## src/rtl/vectored_interrupt_controller_if.sv

```systemverilog
// Register/request bundle for vectored_interrupt_controller.
//   interrupts  : async request lines (bit0 = int1)
//   intDisabled : CPU in handler, doubles as acknowledge
//   cfg_we/cfg_addr/cfg_wdata : register write port (0 ENABLE, 1 MODE, 2 PENDING, 3 SOFT_TRIG)
//   cfg_rdata   : registered read data for cfg_addr
//   intCPU/intID: request to CPU and 1-based ID of the dispatched line
// master = CPU/software side, slave = controller side.
interface vectored_interrupt_controller_if #(
    parameter int unsigned NUM_INTERRUPTS = 16
);
    logic [NUM_INTERRUPTS-1:0] interrupts;
    logic                      intDisabled;
    logic                      cfg_we;
    logic [1:0]                cfg_addr;
    logic [NUM_INTERRUPTS-1:0] cfg_wdata;
    logic [NUM_INTERRUPTS-1:0] cfg_rdata;
    logic                      intCPU;
    logic [7:0]                intID;

    modport master (
        output interrupts, intDisabled, cfg_we, cfg_addr, cfg_wdata,
        input  cfg_rdata, intCPU, intID
    );

    modport slave (
        input  interrupts, intDisabled, cfg_we, cfg_addr, cfg_wdata,
        output cfg_rdata, intCPU, intID
    );
endinterface

```

## src/rtl/vectored_interrupt_controller.sv

```systemverilog
// Vectored interrupt controller.
// Synchronises NUM_INTERRUPTS lines, latches them (edge or level per MODE) into PENDING,
// masks with ENABLE and dispatches the lowest-indexed enabled pending line as intCPU + intID.
// Ports:
//   clk   : clock
//   reset : synchronous, active-high
//   bus   : vectored_interrupt_controller_if.slave (lines, acknowledge, register port, request)
module vectored_interrupt_controller #(
    parameter int unsigned NUM_INTERRUPTS = 16,
    parameter int unsigned SYNC_STAGES    = 2
) (
    input logic                                 clk,
    input logic                                 reset,
    vectored_interrupt_controller_if.slave      bus
);

    localparam logic [1:0] AddrEnable   = 2'd0;
    localparam logic [1:0] AddrMode     = 2'd1;
    localparam logic [1:0] AddrPending  = 2'd2;
    localparam logic [1:0] AddrSoftTrig = 2'd3;

    typedef logic [NUM_INTERRUPTS-1:0] vec_t;

    vec_t       sync_q [SYNC_STAGES];
    vec_t       sync_prev_q;
    vec_t       enable_q, enable_d;
    vec_t       mode_q, mode_d;
    vec_t       pending_q, pending_d;
    vec_t       rdata_q, rdata_d;
    logic       cpu_q, cpu_d;
    logic [7:0] id_q, id_d;

    vec_t       sync;
    vec_t       line_set;
    vec_t       soft_set;
    vec_t       w1c;
    vec_t       masked;
    vec_t       lowest;
    vec_t       grant;
    logic       dispatch;
    logic [7:0] grant_id;

    // Synchroniser chain; the last stage is the sampled line value.
    always_ff @(posedge clk) begin
        if (reset) begin
            for (int s = 0; s < int'(SYNC_STAGES); s++) begin
                sync_q[s] <= '0;
            end
        end else begin
            sync_q[0] <= bus.interrupts;
            for (int s = 1; s < int'(SYNC_STAGES); s++) begin
                sync_q[s] <= sync_q[s-1];
            end
        end
    end

    assign sync = sync_q[SYNC_STAGES-1];

    always_comb begin
        line_set = (mode_q & sync & ~sync_prev_q) | (~mode_q & sync);
        soft_set = (bus.cfg_we && bus.cfg_addr == AddrSoftTrig) ? bus.cfg_wdata : '0;
        w1c      = (bus.cfg_we && bus.cfg_addr == AddrPending) ? bus.cfg_wdata : '0;

        masked   = pending_q & enable_q;
        // Two's-complement trick isolates the lowest set bit.
        lowest   = masked & (-masked);
        dispatch = !bus.intDisabled && !cpu_q && (|masked);
        grant    = dispatch ? lowest : '0;
    end

    // OR-encoder: lowest is one-hot (or zero), so OR-ing index+1 yields the ID.
    always_comb begin
        grant_id = '0;
        for (int i = 0; i < int'(NUM_INTERRUPTS); i++) begin
            if (lowest[i]) begin
                grant_id = grant_id | 8'(i + 1);
            end
        end
    end

    always_comb begin
        // Set beats clear so a coincident event is never lost.
        pending_d = (pending_q & ~(w1c | grant)) | line_set | soft_set;

        enable_d = enable_q;
        mode_d   = mode_q;
        if (bus.cfg_we && bus.cfg_addr == AddrEnable) begin
            enable_d = bus.cfg_wdata;
        end
        if (bus.cfg_we && bus.cfg_addr == AddrMode) begin
            mode_d = bus.cfg_wdata;
        end

        // Acknowledge overrides dispatch.
        cpu_d = cpu_q;
        id_d  = id_q;
        if (bus.intDisabled) begin
            cpu_d = 1'b0;
        end else if (dispatch) begin
            cpu_d = 1'b1;
            id_d  = grant_id;
        end

        rdata_d = '0;
        unique case (bus.cfg_addr)
            AddrEnable:   rdata_d = enable_q;
            AddrMode:     rdata_d = mode_q;
            AddrPending:  rdata_d = pending_q;
            AddrSoftTrig: rdata_d = '0;
            default:      rdata_d = '0;
        endcase
    end

    always_ff @(posedge clk) begin
        if (reset) begin
            sync_prev_q <= '0;
            enable_q    <= '1;
            mode_q      <= '1;
            pending_q   <= '0;
            rdata_q     <= '0;
            cpu_q       <= 1'b0;
            id_q        <= '0;
        end else begin
            sync_prev_q <= sync;
            enable_q    <= enable_d;
            mode_q      <= mode_d;
            pending_q   <= pending_d;
            rdata_q     <= rdata_d;
            cpu_q       <= cpu_d;
            id_q        <= id_d;
        end
    end

    assign bus.cfg_rdata = rdata_q;
    assign bus.intCPU    = cpu_q;
    assign bus.intID     = id_q;

endmodule

```

## src/flat_wrapper.sv

```systemverilog
// flat-port wrapper written by rule: the top's interface ports become plain ports
module vectored_interrupt_controller_flat 
#(
    parameter int unsigned NUM_INTERRUPTS = 16,
    parameter int unsigned SYNC_STAGES    = 2
)
  (clk, reset, bus_interrupts, bus_intDisabled, bus_cfg_we, bus_cfg_addr, bus_cfg_wdata, bus_cfg_rdata, bus_intCPU, bus_intID);
  vectored_interrupt_controller_if #(.NUM_INTERRUPTS(NUM_INTERRUPTS)) bus_i ();
  input logic clk;
  input logic reset;
  input wire logic [$bits(bus_i.interrupts)-1:0] bus_interrupts;
  input wire logic [$bits(bus_i.intDisabled)-1:0] bus_intDisabled;
  input wire logic [$bits(bus_i.cfg_we)-1:0] bus_cfg_we;
  input wire logic [$bits(bus_i.cfg_addr)-1:0] bus_cfg_addr;
  input wire logic [$bits(bus_i.cfg_wdata)-1:0] bus_cfg_wdata;
  output wire logic [$bits(bus_i.cfg_rdata)-1:0] bus_cfg_rdata;
  output wire logic [$bits(bus_i.intCPU)-1:0] bus_intCPU;
  output wire logic [$bits(bus_i.intID)-1:0] bus_intID;
  assign bus_i.interrupts = bus_interrupts;
  assign bus_i.intDisabled = bus_intDisabled;
  assign bus_i.cfg_we = bus_cfg_we;
  assign bus_i.cfg_addr = bus_cfg_addr;
  assign bus_i.cfg_wdata = bus_cfg_wdata;
  assign bus_cfg_rdata = bus_i.cfg_rdata;
  assign bus_intCPU = bus_i.intCPU;
  assign bus_intID = bus_i.intID;
  vectored_interrupt_controller #(.NUM_INTERRUPTS(NUM_INTERRUPTS), .SYNC_STAGES(SYNC_STAGES)) u_core (.clk(clk), .reset(reset), .bus(bus_i));
endmodule
```

## config.mk

```make
export PLATFORM = sky130hd
export DESIGN_NAME = vectored_interrupt_controller_flat
export DESIGN_NICKNAME = d
export VERILOG_FILES = /design/src/rtl/vectored_interrupt_controller_if.sv /design/src/rtl/vectored_interrupt_controller.sv /design/src/flat_wrapper.sv
export SDC_FILE = /design/constraint.sdc
export NUM_CORES = 1
export LEC_CHECK = 0
export ABC_AREA = 1
export CORE_MARGIN = 2
export CORE_UTILIZATION = 59
export DETAILED_ROUTE_END_ITERATION = 12
export PLACE_DENSITY = 0.84
export SLEW_MARGIN = 10
export SYNTH_ARGS = -nofsm -noshare
export SYNTH_HDL_FRONTEND = slang
export SYNTH_SLANG_ARGS = --single-unit
```

## constraint.sdc

```tcl
create_clock -name clk -period 3.85 [get_ports clk]
set_clock_uncertainty 0.1 [all_clocks]
set_input_delay 0.77 -clock clk [delete_from_list [all_inputs] [get_ports clk]]
set_output_delay 0.77 -clock clk [all_outputs]
set_load 0.05 [all_outputs]
```

==> reports/results.ini <==
[placement]
portBuffers = 59
gp_congestion = 0.8973
dpl.hpwl_um = 7491
dp_cells = 803

[timing]
fin_setup_tns_ns = 0
maxSlewViolCount = 0
hold_violations = 0
finalCriticalPeriod_ns = 2.536
holdWs_ns = 0.2991
setup_viol = 0
maxSlewHeadroom = 0.4191
finalCritPeriodShare = 0.6588
fmax_mhz = 394.3
grt_setup_unrepaired = no
worst_pin_slew_ns = 0.8701

[grt]
grt_pass1_wl_um = 18940
antenna_found_initial = 0
grt_pass1_vias = 3963
grt_overflow = 0
grt_max_degree = 69
grt_usage = 0.2729

[drt]
wirelength_um = 11380
viasPerCell = 5.143
via_count = 4294
antenna_left = 0
drc = 0
drt_iter0_markers = 517
dr.pass1.iters = 5
drt-wirelength-per-cell_um = 13.63

[floorplanning]
dieHeight_um = 94.96
initial_utilization = 0.6001
dieArea_mm2 = 0.009016
rows = 33
core-area_mm2 = 0.008134
ios = 63
die_x_um = 94.96

[power_and_ir_drop]
power_frac_clock = 0.472
p_leak_nw = 2.908
p_sw_uw = 944.8
p_int_mw = 2.455
ir_drop_mv = 0.4074
p_per_area_mw_per_mm2 = 558.9
swShare = 0.2779
seqPwrFrac = 0.390
power_frac_comb = 0.138

[setup_path]
cp_slowest_stage_delay_ns = 0.81
reg2reg_depth = 9
critical_path.slowest_cell = clkdlybuf4s50_1
endpoint = bus_intCPU
regToRegSetupSlack_ns = 2.01
worstPathArrival_ns = 1.67
crit_chain = clkdlybuf4s50_1
critical_path_class = register to primary output
start_kind = register
cp.depth = 1
crit_family = buffers and inverters
endpoint_kind = primary output
cp.required_ns = 2.98
critPathBufInv = 1
worstReg2RegEnd = u_core.bus.intID[0]
startpoint = u_core.bus.intCPU
crit_fanout = 3
timing.rr.start = u_core.pending_q[4]

[synthesis]
yosysTopAreaCell = dfxtp_1
synth_most_common_cell = nand2_1
synth_top_area_share = 0.4840
synth-seq-cells = 118
ys_types = 28
yosys_most_used_dff = dfxtp_1
synth_warnings = 0
ys_async_sr_fraction = 0
synth_edf_count = 0
syn_area_per_cell_um2 = 7.373
synth.area.top_cells = dfxtp_1, nand2_1, inv_1
synth-seq-area-share = 0.4840
synth_commonest_cells = nand2_1, dfxtp_1, inv_1
syn_inst = 662
synth_area_mm2 = 0.004881

[clock_network]
numCtsBuffers = 17
cts_tree = done
ctsHoldBuffers = 0
htreeDepth = 4
clkTransAtPathRegs_ns = 0.06
cts_buffer_depth = 2
post-cts-setup-buffers = 0
post_cts_resized = 0
clock_sinks = 118
insertion_delay_ns = 0.52
clk_root_buffer_cell = clkbuf_8

[layout]
post-route-util = 0.7479
area_delta_synth_final_pct = 24.63
layout-drive-gt1-share = 0.1205
stdcell_count = 835
nets = 755
diodes = 0

[run]
cap_violations = 0

[worst_hold_path]
hold_class = register to register

[run_status]
status = finished clean

## through the flow
step	cell area, um2	power [mW]	worst slack [ns]
after floorplan	4888	1.673	2.086
after global placement	5477	1.800	1.075
after detailed placement	5477	1.810	1.043
after CTS	6083	3.405	1.296
after global routing	6083	3.524	1.271
final	6083	3.400	1.314
## registers in the layout (all words and copies together) (netlist names)
signal                count
u_core.mode_q            16
u_core.bus.cfg_rdata     16
u_core.bus.intID          5
u_core.bus.intCPU         1
u_core.pending_q         16
u_core.sync_q            32
u_core.enable_q          16
u_core.sync_prev_q       16
## area by class of cell
type                    count  area, um2
well taps                 105      131.4
clock inverters            15      192.7
clock buffers              17      414.1
fillers                   603       2051
flip-flops and latches    118       2362
multi-input cells         424       2026
repair buffers             61      600.6
inverters                  95      356.6
## kinds of logic (layout without fill, tap and decap cells)
kind of cell,count (synthesis),in the layout,synth area share
other,1,3,0.0007683
and+or+nand+nor,345,345,0.3091
buffers and inverters,122,188,0.1025
DFF,118,118,0.4840
AOI/OAI and AO/OA,76,76,0.1036
## worst min path at each step
stage / startpoint / end / slack (ns) / depth (start not counted)
2_1_floorplan: u_core.sync_q[0][0] / u_core.sync_q[0][16] / 0.29 / 2
3_3_place_gp: u_core.sync_q[0][12] / u_core.sync_q[0][28] / 0.29 / 2
3_5_place_dp: u_core.sync_q[0][5] / u_core.sync_q[0][21] / 0.29 / 2
4_1_cts: u_core.sync_q[0][12] / u_core.sync_q[0][28] / 0.30 / 2
5_1_grt: u_core.sync_q[0][13] / u_core.sync_q[0][29] / 0.32 / 2
6_report: u_core.sync_q[0][1] / u_core.sync_q[0][17] / 0.30 / 2
## worst reg2reg max path, cell delays in order (launching register included)
cell and delay (ns):
dfxtp_1 0.32, nand2_1 0.13, nand2_1 0.14, nor2_4 0.16
nand2_4 0.09, o21ai_4 0.50, nand2_1 0.10, nand2_1 0.09
inv_1 0.04, a21oi_1 0.10
## power groups by stage
stage / clock network, mW / logic [mW] / registers, mW
3_3_place_gp: 0 / 0.451 / 1.35
6_report: 1.61 / 0.468 / 1.33
3_5_place_dp: 0 / 0.459 / 1.35
2_1_floorplan: 0 / 0.261 / 1.41
4_1_cts: 1.62 / 0.464 / 1.33
5_1_grt: 1.68 / 0.511 / 1.33
## layer usage
metal | part of all wire | global-route usage | up-vias
li1 | - | - | 2149
met1 | 0.45 | 0.3652 | 1939
met2 | 0.46 | 0.4320 | 189
met3 | 0.071 | 0.05267 | 17
met4 | 0.013 | 0.1147 | 0
met5 | 0 | 0 | -
## cells in the final DEF, fill, tap and decap left out, types with 8 or more instances in the layout
cell type,instances
o21bai_2,8
inv_1,87
clkbuf_16,16
clkdlybuf4s50_1,58
a21oi_2,11
a21oi_1,41
inv_2,8
dfxtp_1,118
nand3_1,55
nand2_2,11
nor2_1,67
nand2_1,190
No activity file was read; power rests on OpenSTA's default activity.
